--- src/rtl/vote_controller.sv ---
// Vote sequencer: resolves debounced vote pulses, keeps saturating tallies, enforces a lockout
// window and drives the result display. Define VOTE_TOTAL_EN to add a saturating total-vote count.
module vote_controller #(
    parameter int          NUM_CAND    = 4,
    parameter int          CNT_W       = 8,
    parameter int unsigned LOCK_CYCLES = 100000000
) (
    input  logic                clk,
    input  logic                rst_n,
    input  logic                i_mode,
    input  logic [NUM_CAND-1:0] i_valid_vote,
    input  logic [NUM_CAND-1:0] i_sel,
    output logic                o_vote_ack,
    output logic                o_vote_reject,
    output logic                o_busy,
`ifdef VOTE_TOTAL_EN
    output logic [CNT_W+1:0]    o_total_votes,
`endif
    output logic [CNT_W-1:0]    o_led
);

    typedef enum logic [1:0] {
        S_IDLE,
        S_LOCK,
        S_RESULT
    } state_t;

    localparam logic [31:0] LOCK_LAST = 32'(LOCK_CYCLES - 1);

    state_t              r_state;
    state_t              w_next_state;
    logic [31:0]         r_lock_cnt;
    logic [CNT_W-1:0]    r_count [NUM_CAND];
    logic [NUM_CAND-1:0] r_last_cand;
    logic                r_vote_ack;
    logic                r_vote_reject;
    logic                r_busy;
    logic [CNT_W-1:0]    r_led;
`ifdef VOTE_TOTAL_EN
    logic [CNT_W+1:0]    r_total;
`endif

    logic                w_multi;
    logic                w_one_hot;
    logic                w_accept;
    logic                w_reject;
    logic                w_lock_done;
    logic                w_next_busy;
    logic [NUM_CAND-1:0] w_next_last;
    logic [CNT_W-1:0]    w_result_val;

    // Clearing the lowest set bit leaves something only when two or more bits were set.
    assign w_multi     = (i_valid_vote & (i_valid_vote - NUM_CAND'(1))) != '0;
    assign w_one_hot   = (i_valid_vote != '0) && !w_multi;
    assign w_next_busy = w_accept | (r_busy & ~w_lock_done);
    assign w_next_last = w_accept ? i_valid_vote : r_last_cand;

    always_ff @(posedge clk or negedge rst_n) begin
        if (!rst_n) begin
            r_state <= S_IDLE;
        end else begin
            r_state <= w_next_state;
        end
    end

    always_comb begin
        w_next_state = r_state;
        w_accept     = 1'b0;
        w_reject     = 1'b0;
        w_lock_done  = 1'b0;
        case (r_state)
            S_IDLE: begin
                if (i_mode) begin
                    w_next_state = S_RESULT;
                end else if (w_one_hot) begin
                    w_accept     = 1'b1;
                    w_next_state = S_LOCK;
                end else if (w_multi) begin
                    w_reject = 1'b1;
                end
            end
            S_LOCK: begin
                if (r_lock_cnt == LOCK_LAST) begin
                    w_lock_done  = 1'b1;
                    w_next_state = S_IDLE;
                end
            end
            S_RESULT: begin
                if (!i_mode) begin
                    w_next_state = S_IDLE;
                end
            end
            default: w_next_state = S_IDLE;
        endcase
    end

    // Lowest-index selected candidate wins; walking downwards lets it overwrite the others.
    always_comb begin
`ifdef VOTE_TOTAL_EN
        w_result_val = r_total[CNT_W-1:0];
`else
        w_result_val = '0;
`endif
        for (int i = NUM_CAND - 1; i >= 0; i--) begin
            if (i_sel[i]) begin
                w_result_val = r_count[i];
            end
        end
    end

    always_ff @(posedge clk or negedge rst_n) begin
        if (!rst_n) begin
            r_lock_cnt    <= '0;
            r_last_cand   <= '0;
            r_vote_ack    <= 1'b0;
            r_vote_reject <= 1'b0;
            r_busy        <= 1'b0;
            r_led         <= '0;
            for (int i = 0; i < NUM_CAND; i++) begin
                r_count[i] <= '0;
            end
        end else begin
            r_vote_ack    <= w_accept;
            r_vote_reject <= w_reject;
            r_busy        <= w_next_busy;
            r_last_cand   <= w_next_last;
            if (w_accept) begin
                r_lock_cnt <= '0;
            end else if (r_state == S_LOCK) begin
                r_lock_cnt <= r_lock_cnt + 32'd1;
            end
            for (int i = 0; i < NUM_CAND; i++) begin
                if (w_accept && i_valid_vote[i] && (r_count[i] != '1)) begin
                    r_count[i] <= r_count[i] + CNT_W'(1);
                end
            end
            // Last-candidate display follows the new busy value so both change on the same edge.
            if (r_state == S_RESULT) begin
                r_led <= w_result_val;
            end else if (w_next_busy) begin
                r_led <= CNT_W'(w_next_last);
            end else begin
                r_led <= '0;
            end
        end
    end

`ifdef VOTE_TOTAL_EN
    always_ff @(posedge clk or negedge rst_n) begin
        if (!rst_n) begin
            r_total <= '0;
        end else if (w_accept && (r_total != '1)) begin
            r_total <= r_total + (CNT_W+2)'(1);
        end
    end

    assign o_total_votes = r_total;
`endif

    assign o_vote_ack    = r_vote_ack;
    assign o_vote_reject = r_vote_reject;
    assign o_busy        = r_busy;
    assign o_led         = r_led;

endmodule
--- config.mk ---
export PLATFORM = sky130hd
export DESIGN_NAME = vote_controller
export DESIGN_NICKNAME = d
export VERILOG_FILES = /design/src/rtl/vote_controller.sv
export SDC_FILE = /design/constraint.sdc
export NUM_CORES = 1
export LEC_CHECK = 0
export CAP_MARGIN = 10
export CORE_MARGIN = 3
export CORE_UTILIZATION = 30
export DETAILED_ROUTE_END_ITERATION = 12
export GPL_TIMING_DRIVEN = 0
export MAX_ROUTING_LAYER = met4
export PLACE_DENSITY = 0.58
export SETUP_SLACK_MARGIN = 0.4
export SKIP_CTS_REPAIR_TIMING = 1
export SYNTH_ARGS = -nofsm -noshare
export SYNTH_HDL_FRONTEND = slang
export SYNTH_SLANG_ARGS = --single-unit
--- constraint.sdc ---
create_clock -name clk -period 3.3 [get_ports clk]
set_input_delay 0.66 -clock clk [delete_from_list [all_inputs] [get_ports clk]]
set_output_delay 0.66 -clock clk [all_outputs]
set_load 0.02 [all_outputs]
==> flow_metrics.py <==
metrics = {
    "power_and_ir_drop": {
        "p_sw_w": 0.000803,
        "pwr-share-comb": 0.163,
        "ir_worst_vdd_v": 0.000375,
        "p_leak_nw": 2.15,
        "p_sw_frac": 0.279,
        "clkPwrFrac": 0.381,
        "power.share.sequential": 0.456,
        "power_density_nw_per_um2": 599,
        "internal_power_w": 0.00208,
        "totalPowerFinal_w": 0.00288,
    },
    "synthesis": {
        "async_reset_ff_frac": 1.00,
        "postSynthCellCount": 387,
        "synth_nets": 403,
        "yosysWarnings": 0,
        "avgSynthCellArea_sq_um": 10.4,
        "synth_edf_count": 0,
        "ys.flop_type": "dfrtp_1",
        "synth_area_sq_um": 4010,
        "yosysUniqueCellTypes": 42,
        "yosysSeqAreaShare": 0.505,
        "ys_seq_elements": 81,
    },
    "global_routing": {
        "grtUsageTotal": 0.123,
        "antenna_found_initial": 0,
        "global_route.overflow_total": 0,
        "grt_pass1_vias": 2852,
        "grt_pass1_wl_microns": 14000,
        "grt_max_degree": 68,
    },
    "detailed_routing": {
        "ant_nets": 0,
        "dr.first_iter.drc_count": 165,
        "wl_per_cell_microns": 13.9,
        "route.detailed.drc": 0,
        "vias": 2889,
        "wirelength_microns": 8310,
        "drt_pass1_iterations": 4,
        "routed_via_density": 4.82,
    },
    "final_layout": {
        "diodes": 0,
        "mostFrequentLayoutCell": "dfrtp_1",
        "fin_cells": 599,
        "final_cell_mix": "dfrtp_1 (81), nor2_1 (42), xor2_1 (33), nand2_1 (32)",
        "areaGrowthSynthToFinish_pct": 19.8,
        "num-fill-cells": 1277,
        "final_util": 0.375,
        "drive_above_1_share": 0.0913,
        "nets": 438,
    },
    "clock_network": {
        "clkSlewWorstSetupHoldPaths_ps": 60,
        "cts_root_buf": "clkbuf_16",
        "clk_latency_ps": 340,
        "cts.sinks": 81,
        "htreeDepth": 3,
        "numCtsBuffers": 9,
        "clockBufferDepth": 2,
        "tritoncts": "done",
    },
    "flow_run": {
        "cap_violations": 0,
    },
    "setup_path": {
        "r2r_start": "r_lock_cnt[0]",
        "start_kind": "input pin",
        "crit_path_start": "i_valid_vote[1]",
        "path_max_fanout": 8,
        "required_ps": 3520,
        "arrival_ps": 2920,
        "crit_type": "input pin to flop",
        "cp-end-kind": "flop",
    },
    "place": {
        "dp_hpwl_microns": 5900,
        "place.gp.congestion": 0.849,
        "place_ws_ps": 17.4,
        "port_buffers": 20,
        "dp.cells": 580,
    },
    "sta": {
        "max-slew-margin-rel": 0.487,
        "worst_pin_slew_ps": 767,
        "finalCritPeriodShare": 0.818,
        "slew_viol_final": 0,
        "setup_violations": 0,
        "hold_viol_final": 0,
        "timing.fmax_mhz": 370,
        "fin_ws_ps": 600,
        "rsz0062_at_grt": "false",
        "fin_crit_ps": 2700,
        "skew_ps": 6.39,
    },
    "floorplanning": {
        "die_w_microns": 122,
        "pin_count": 22,
        "core_region_area_sq_um": 12800,
        "num_rows": 41,
        "die-area_sq_um": 14800,
        "initial_core_util": 0.313,
        "die_y_microns": 122,
    },
    "worst_hold_path": {
        "min_path_type": "input pin to asynchronous set/reset pin",
    },
    "outcome": {
        "status": "finished clean",
    },
}
-- critical path: stages --
cell and delay, ps:
clkdlybuf4s50_1 520, or3_1 470, a311oi_4 360, buf_4 220
and3_1 150, buf_2 190, mux2_2 350
-- metal layers --
layer / track usage / part of all wire
met5: - / 0
met3: 0.0348 / 0.027
met4: 0.0343 / 0.013
met1: 0.158 / 0.49
met2: 0.192 / 0.47
-- Yosys cell counts, drive strengths merged, types with 2 or more instances --
library cell | n | area, sq um
dfrtp | 81 | 2030
nor2 | 42 | 158
xor2 | 33 | 289
nand2 | 32 | 120
nand3 | 22 | 110
nand4 | 22 | 138
xnor2 | 20 | 175
o21ai | 14 | 70.1
a21oi | 13 | 65.1
mux2i | 13 | 130
inv | 10 | 37.5
and3b | 9 | 78.8
and3 | 8 | 50.1
nor3 | 8 | 45.0
or3 | 8 | 55.1
buf | 7 | 33.8
ha | 5 | 62.6
clkbuf | 4 | 15.0
mux2 | 4 | 45.0
nor4 | 4 | 46.3
o22ai | 4 | 25.0
nand2b | 3 | 18.8
nor2b | 3 | 18.8
a311oi | 2 | 35.0
and4 | 2 | 17.5
nor4b | 2 | 17.5
o31ai | 2 | 15.0
or4 | 2 | 15.0
-- per-stage QoR --
step                cell area (sq um)  hold slack (ps)  setup TNS, ps
finish                           4800              178              0
global route                     4800              176              0
CTS                              4780              176              0
detailed placement               4450              470              0
global placement                 4430              460        -109990
floorplan                        4010              364              0
-- sequential cells by signal (all words and copies together), names as in the netlist --
register / count
o_busy: 1
o_led: 8
o_vote_ack: 1
o_vote_reject: 1
r_count: 32
r_last_cand: 4
r_lock_cnt: 32
r_state: 2
-- cells by family (layout without fill, tap and decap cells) --
family / Yosys count / after routing / synth area share
XOR/XNOR: 53 / 53 / 0.116
flip-flops: 81 / 81 / 0.505
buffers and inverters: 21 / 61 / 0.0215
adder cells (fa/ha/maj): 5 / 5 / 0.0156
multiplexers: 17 / 17 / 0.0437
AND/OR/NAND/NOR: 171 / 171 / 0.229
AO/OA/AOI/OAI: 39 / 39 / 0.0690
-- area by class of cell --
| class | count | area (sq um) | share of cell area |
|---|---|---|---|
| Buffer | 11 | 48.8 | 0.0102 |
| Clock buffer | 11 | 253 | 0.0526 |
| Clock inverter | 5 | 77.6 | 0.0162 |
| Inverter | 10 | 37.5 | 0.00781 |
| Multi-Input combinational cell | 285 | 1900 | 0.395 |
| Sequential cell | 81 | 2030 | 0.422 |
| Tap cell | 172 | 215 | 0.0448 |
| Timing Repair Buffer | 24 | 248 | 0.0516 |
-- power by group through the flow --
stage	registers (W)	clock network (W)	logic [W]
finish	0.00131	0.00110	0.000469
floorplan	0.00132	0	0.000277
detailed placement	0.00133	0	0.000472
global placement	0.00132	0	0.000459
CTS	0.00131	0.00112	0.000475
global route	0.00134	0.00117	0.000536
-- final timing paths --
kind | endpoint | slack, ps | cells after the start
worst max-delay path | r_count[17] | 600 | 7
worst min-delay path | r_lock_cnt[7] | 180 | 1
worst max register to register | o_led[1] | 670 | 6
worst min register to register | r_last_cand[1] | 480 | 2
max in group asynchronous | r_count[5] | 2530 | 2
min in group clk | r_last_cand[1] | 480 | 2
No activity file was read; power rests on OpenSTA's default activity.
